$ cat src/rtl/main_mem_arbiter.sv
// main_mem_arbiter: round-robin arbiter sharing the single-port main_memory between two line requesters.
// Optional MEM_ARB_STATS_EN adds saturating per-port grant counters (m0_gnt_cnt / m1_gnt_cnt).

module main_mem_arbiter #(
  parameter int unsigned ADDR_W = 14,
  parameter int unsigned DATA_W = 128,
  parameter int unsigned RD_LAT = 2
) (
  input  logic              clock,
  input  logic              reset,
  input  logic              m0_req,
  input  logic              m0_we,
  input  logic [ADDR_W-1:0] m0_addr,
  input  logic [DATA_W-1:0] m0_wdata,
  output logic              m0_gnt,
  output logic              m0_rvalid,
  output logic [DATA_W-1:0] m0_rdata,
  input  logic              m1_req,
  input  logic              m1_we,
  input  logic [ADDR_W-1:0] m1_addr,
  input  logic [DATA_W-1:0] m1_wdata,
  output logic              m1_gnt,
  output logic              m1_rvalid,
  output logic [DATA_W-1:0] m1_rdata,
  output logic [ADDR_W-1:0] mem_addr,
  output logic [DATA_W-1:0] mem_data,
  output logic              mem_wren,
  input  logic [DATA_W-1:0] mem_q
`ifdef MEM_ARB_STATS_EN
  ,
  output logic [15:0]       m0_gnt_cnt,
  output logic [15:0]       m1_gnt_cnt
`endif
);

  typedef enum logic [1:0] {ST_IDLE, ST_ISSUE, ST_WAIT, ST_RESP} state_e;

  localparam logic [2:0] WAIT_INIT = 3'(RD_LAT - 1);

  state_e            state_q;
  logic              last_q, win_q, we_q;
  logic [2:0]        cnt_q;
  logic              gnt0_q, gnt1_q, rv0_q, rv1_q, wren_q;
  logic [ADDR_W-1:0] maddr_q;
  logic [DATA_W-1:0] mdata_q, rd0_q, rd1_q;

  logic              pick_vld, pick_d, pick_we_d;
  logic [ADDR_W-1:0] pick_addr_d;
  logic [DATA_W-1:0] pick_wdata_d;

  // Tie goes to the port that did not win last; a lone requester always wins.
  always_comb begin
    pick_vld     = m0_req | m1_req;
    pick_d       = (m0_req && m1_req) ? ~last_q : m1_req;
    pick_we_d    = pick_d ? m1_we    : m0_we;
    pick_addr_d  = pick_d ? m1_addr  : m0_addr;
    pick_wdata_d = pick_d ? m1_wdata : m0_wdata;
  end

  always_ff @(posedge clock or negedge reset) begin
    if (!reset) begin
      state_q <= ST_IDLE;
      last_q  <= 1'b1;
      win_q   <= 1'b0;
      we_q    <= 1'b0;
      cnt_q   <= '0;
      gnt0_q  <= 1'b0;
      gnt1_q  <= 1'b0;
      rv0_q   <= 1'b0;
      rv1_q   <= 1'b0;
      wren_q  <= 1'b0;
      maddr_q <= '0;
      mdata_q <= '0;
      rd0_q   <= '0;
      rd1_q   <= '0;
    end else begin
      case (state_q)
        ST_IDLE: begin
          if (pick_vld) begin
            state_q <= ST_ISSUE;
            last_q  <= pick_d;
            win_q   <= pick_d;
            we_q    <= pick_we_d;
            maddr_q <= pick_addr_d;
            mdata_q <= pick_wdata_d;
            wren_q  <= pick_we_d;
            gnt0_q  <= ~pick_d;
            gnt1_q  <= pick_d;
          end
        end
        ST_ISSUE: begin
          gnt0_q  <= 1'b0;
          gnt1_q  <= 1'b0;
          wren_q  <= 1'b0;
          cnt_q   <= WAIT_INIT;
          state_q <= we_q ? ST_IDLE : ST_WAIT;
        end
        ST_WAIT: begin
          // mem_q is valid in the last WAIT cycle; capture and raise rvalid together.
          if (cnt_q == '0) begin
            state_q <= ST_RESP;
            if (win_q) begin
              rd1_q <= mem_q;
              rv1_q <= 1'b1;
            end else begin
              rd0_q <= mem_q;
              rv0_q <= 1'b1;
            end
          end else begin
            cnt_q <= cnt_q - 3'd1;
          end
        end
        ST_RESP: begin
          rv0_q   <= 1'b0;
          rv1_q   <= 1'b0;
          state_q <= ST_IDLE;
        end
        default: state_q <= ST_IDLE;
      endcase
    end
  end

  assign m0_gnt    = gnt0_q;
  assign m1_gnt    = gnt1_q;
  assign m0_rvalid = rv0_q;
  assign m1_rvalid = rv1_q;
  assign m0_rdata  = rd0_q;
  assign m1_rdata  = rd1_q;
  assign mem_addr  = maddr_q;
  assign mem_data  = mdata_q;
  assign mem_wren  = wren_q;

`ifdef MEM_ARB_STATS_EN
  logic        issue0, issue1;
  logic [15:0] gcnt0_q, gcnt1_q;

  always_comb begin
    issue0 = (state_q == ST_IDLE) && pick_vld && !pick_d;
    issue1 = (state_q == ST_IDLE) && pick_vld &&  pick_d;
  end

  always_ff @(posedge clock or negedge reset) begin
    if (!reset) begin
      gcnt0_q <= '0;
      gcnt1_q <= '0;
    end else begin
      if (issue0 && (gcnt0_q != '1)) gcnt0_q <= gcnt0_q + 16'd1;
      if (issue1 && (gcnt1_q != '1)) gcnt1_q <= gcnt1_q + 16'd1;
    end
  end

  assign m0_gnt_cnt = gcnt0_q;
  assign m1_gnt_cnt = gcnt1_q;
`endif

endmodule

$ cat config.mk
export PLATFORM = sky130hd
export DESIGN_NAME = main_mem_arbiter
export DESIGN_NICKNAME = d
export VERILOG_FILES = /design/src/rtl/main_mem_arbiter.sv
export SDC_FILE = /design/constraint.sdc
export NUM_CORES = 1
export LEC_CHECK = 0
export BUFFER_PORTS_ARGS = -buffer_cell sky130_fd_sc_hd__buf_4
export CAP_MARGIN = 20
export CORE_AREA = 3 3 318 320
export DETAILED_ROUTE_END_ITERATION = 10
export DIE_AREA = 0 0 321 323
export PLACE_DENSITY_LB_ADDON = 0.08
export SLEW_MARGIN = 30
export SYNTH_ARGS = -nofsm -noshare
export SYNTH_HDL_FRONTEND = slang
export SYNTH_SLANG_ARGS = --single-unit
$ cat constraint.sdc
create_clock -name clock -period 2.65 [get_ports clock]
set_clock_uncertainty 0.1 [all_clocks]
set_input_delay 0 -clock clock [delete_from_list [all_inputs] [get_ports clock]]
set_output_delay 0 -clock clock [all_outputs]
set_load 0.01 [all_outputs]
Word-level counts from Yosys, hierarchy flattened. Index checks and enable logic that the tools add are counted. Widths: inputs -> output; s select.

Memories: 0. Register bits: 411. Bits in latches: 0. ROM bits: 0. RAM bits: 0. Output and inout port bits: 403.

Eq/ne operators: 8. Div/mod/pow operators: 0. $lt $le $gt $ge: 0. Reductions and logical operators: 14. Bitwise operators: 4. Multipliers: 0. Add/subtract/negate cells: 1. Mux-type cells: 22. Shifts and indexed selects: 0.

Operators with widths (count): $mux 128 (1); $mux 14 (1); $reduce_and 3->1 (4); $ne 2x2->1 const B (5); $pmux 1 s2 (5); $mux 1 (9); $pmux 2 s4 (1); $reduce_and 2->1 (4); $mux 2 (3); $pmux 3 s2 (1); $reduce_bool 2->1 (3); $eq 2x2->1 const B (2); $logic_not 3->1 (1); $mux 3 (1); $not 1->1 (3); $sub 3x1->3 const B (1); $eq 2x1->1 const B (1); $logic_not 2->1 (1); $logic_and 1x1->1 (1); $or 1x1->1 (1).

Depth between registers and ports, before layout.
Depth after elaboration: 5. Gate-level depth with buffers: 8. Mapped depth without buffers: 6.

Worst setup path after synthesis. No wires, ideal clock.

Path kind: reg2reg. Start point: register cnt_q[0]. End point: register rd0_q[107] (netlist: m0_rdata[107]). Path buffers: 2. Stages on the path, launching flop included: 9. Setup slack: 684 ps. Arrival time: 1742 ps. Clock period less this slack: 1966 ps. Setup time: 125 ps. Data required time: 2425 ps. Path through: dfrtp_1 > inv_1 > ha_1 > ha_1 > nand3b_1 > nor2_1 > buf_2 > buf_4 > mux2_2.

Word-level cells in the longest chain between the ends: 2.

RTL lines: start, declared (line 42) `logic [2:0] cnt_q;`; start signal, assigned (line 110) `cnt_q <= cnt_q - 3'd1;`; $logic_not 3->1 (line 100) `if (cnt_q == '0) begin`; $reduce_and 3->1 (no line); end signal, assigned (line 106) `rd0_q <= mem_q;`; end, declared (line 45) `logic [DATA_W-1:0] mdata_q, rd0_q, rd1_q;`.

Every way passes these cells. A chain may end at the register's enable or synchronous reset.

Final worst setup path.
Start point: register last_q. End point: register mdata_q[56] (netlist: mem_data[56]).

Word-level cells in the longest chain between the ends: 3.

RTL lines: start, declared (line 41) `logic last_q, win_q, we_q;`; start signal, assigned (line 81) `last_q <= pick_d;`; $not 1->1 (line 54) `pick_d = (m0_req && m1_req) ? ~last_q : m1_req;`; $mux 1 (line 54); $mux 128 (line 57) `pick_wdata_d = pick_d ? m1_wdata : m0_wdata;`; end signal, assigned (line 85) `mdata_q <= pick_wdata_d;`; end, declared (line 45).

Every way passes these cells.

==> run_results.csv <==
group,metric,value,unit
run_status,status,"finished, final reports clean",
placed_design,dp_hpwl,57700,um
synth,yosys_warnings,0,
flow_run,max_cap_viol_count,0,
cts,cts_inserted_buffers,53,
power,p_comb_share,45.6,%
drt,drc,0,
die,num_rows,115,
power,leakagePower,14.8,nW
final_layout,area_growth,83.8,%
setup_path,critPathSlowestCell,"dlygate4sd3_1",
setup_path,critPathArrivalTime,2.92,ns
cts,clk_pin_slew,0.06,ns
die,core_area,0.0984,sq mm
sta,setup_tns,0,ns
setup_path,required,3.11,ns
final_layout,final_cell_mix,"buf_4 (838), dlygate4sd3_1 (454), dfrtp_1 (410), nand2_1 (285), mux2_2 (154)",
sta,worst_slew_pin_slew,0.892,ns
setup_path,start_kind,"flop",
synth,synth_area_leader_cell,"dfrtp_1",
final_layout,drive_above_1_share,45.1,%
grt,grt_max_degree,146,
cts,root_buffer,"clkbuf_16",
cts,htree_levels,2,
cts,cts_hold_buffers,455,
drt,finalWirelength,81200,um
synth,synth.area.top_cells,"dfrtp_1 (60%), mux2_2 (10%), mux2_4 (8.9%)",
power,p_sw,12.0,mW
setup_path,crit_chain,"a21boi_4 -> nand2_1 -> dlygate4sd3_1 -> a31oi_1 -> dlygate4sd3_1",
power,intPower,23.1,mW
sta,holdWs,0.0601,ns
power,p_clk_share,22.6,%
setup_path,max_stage_delay,0.58,ns
cts,cts_setup_buffers,0,
setup_path,worst-path-buf-inv,2,
synth,netlist_instances,1392,
grt,grt_usage,14.9,%
power,ir_drop,0.000762,V
sta,max-slew-margin-rel,40.6,%
setup_path,critPathKind,"flop to flop",
synth,avgSynthCellArea,12.3,sq um
placed_design,post-place-ws,0.298,ns
synth,synth_mux_area_share,19.2,%
placed_design,finalWeightedCongestion,0.768,
synth,synth.net_count,1812,
power,p_seq_share,31.8,%
cts,clock_latency,0.62,ns
grt,grt_pass1_wl,117000,um
synth,syn-cell-area,0.0171,sq mm
min_path,min_path_type,"primary input to flop",
cts,cts_tree,"done",
cts,cts_sinks,411,
final_layout,final_cells,3997,
drt,drt_iter0_drc,668,
power,power,35.1,mW
setup_path,crit_fanout,7,
die,die_h,323,um
synth,ys_types,29,
placed_design,io_buffers,820,
sta,setup_viol,0,
setup_path,end_kind,"flop",
drt,wl_per_cell,20.3,um
power,switching_share,34.2,%
drt,ant_nets,0,
grt,grt_pass1_vias,17595,
setup_path,worst_path_most_repeated_cell,"dlygate4sd3_1",
power,p_per_area,1110,mW/mm^2
drt,vias_per_cell,4.03,
synth,synth_fa_ha_area_share,0.146,%
synth,ys_seq_area_share,60.0,%
sta,finalCritPeriodShare,92.8,%
placed_design,dpl.cell_count,3435,
cts,clockBufferDepth,3,
synth,synth_top_family_by_area,"multiplexers",
sta,slew_viol_final,0,
setup_path,path_delay_family,"buffers and inverters",
synth,yosys.area_share.xor_xnor,0,%
drt,vias,16121,
synth,synthSimpleGateAreaFrac,6.69,%
final_layout,nets,3078,
synth,synth_compound_area_share,10.2,%
die,io-pin-count,821,
die,die-area,0.104,sq mm
final_layout,layout_commonest_cell,"buf_4",
grt,antenna_found_initial,9,
sta,fin_crit,2.46,ns
cts,cts.repair.resized,0,
synth,synth_top_area_share,59.9,%
sta,fin_ws,0.191,ns
drt,firstDrtPassIters,4,
sta,timing_hold_violations_final,0,
synth,synth_seq_cells,411,
final_layout,fillers,10272,
sta,rsz0062_at_grt,"no",
sta,fmax,407,MHz
grt,gr-total-overflow,0,
die,initial_core_util,17.4,%
die,die_w,321,um
sequential cells by signal, indices dropped and copies added, names as in the netlist, named ones only:
register,cells
mem_data,128
m0_rdata,128
m1_gnt,1
mem_addr,14
win_q,1
last_q,1
m1_rdata,128
m0_rvalid,1
state_q,1
cnt_q,3
m1_rvalid,1
mem_wren,1
m0_gnt,1
we_q,1
cell usage after synthesis (all sizes together):
cell	count
buf	71
mux2i	2
a22oi	1
a21boi	2
nor2	6
or2	2
a31oi	145
nand2	285
o22ai	2
nand2b	3
o21a	1
nor2b	1
a2bb2oi	1
a21bo	1
inv	5
dfstp	1
and2	1
o22a	2
a21oi	149
o21ai	3
ha	2
mux2	256
dfrtp	410
clkbuf	39
nand3b	1
stage by stage:
step                      utilization, %  area [sq um]
after global placement              25.4         25000
after detailed placement            25.4         25000
final                               32.0         31500
after CTS                           32.0         31500
after global routing                32.0         31500
after floorplan                        -         17100
power groups by stage:
stage / Combinational (mW) / Clock [mW] / Sequential (mW)
floorplan: 4.81 / 0 / 12.2
global placement: 14.0 / 0 / 11.2
detailed placement: 14.1 / 0 / 11.2
CTS: 16.3 / 8.29 / 11.2
global route: 17.2 / 8.47 / 11.5
finish: 16.0 / 7.92 / 11.1
cells by family (layout without fill, tap and decap cells):
family                     Yosys count  after routing
AOI/OAI and AO/OA                  307            307
other                                0              8
adders and majority gates            2              2
buffers and inverters              115           1425
muxes                              258            258
DFF                                411            411
and+or+nand+nor                    299            299
final cells by class:
type                    count  area (sq um)  share of cell area [%]
repair buffers           1321         11400                    36.3
flip-flops and latches    411         10300                    32.7
multi-input cells         866          6240                    19.8
well taps                1287          1610                    5.11
clock buffers              76          1540                    4.90
clock inverters            23           352                    1.12
diodes                      8          20.0                  0.0636
inverters                   5          18.8                  0.0596
worst min-delay path, delay by kind of cell:
family   cells  cell delay (ns)
buf+inv      2             0.62
mux          1             0.12
per-layer routing:
layer  routed length (um)  global-route usage (%)  vias up
met5                   16                       0        -
met4                 2620                    5.11        2
met3                 6290                    4.99      110
met2                41300                    26.7      551
met1                31000                    16.6     8016
li1                     -                       -     7442
final timing paths:
kind                                 start       endpoint  slack [ns]  cells past startpoint
worst max-delay path                last_q   mem_data[56]        0.19                      5
min in group asynchronous            reset   m1_rdata[80]        0.55                      4
worst max register to register      last_q   mem_data[56]        0.19                      5
max in group asynchronous            reset   mem_data[81]        1.45                      4
worst min register to register        we_q           flop        0.36                      1
worst min-delay path            mem_q[113]  m0_rdata[113]        0.06                      3
No activity file was read; power rests on OpenSTA's default activity.
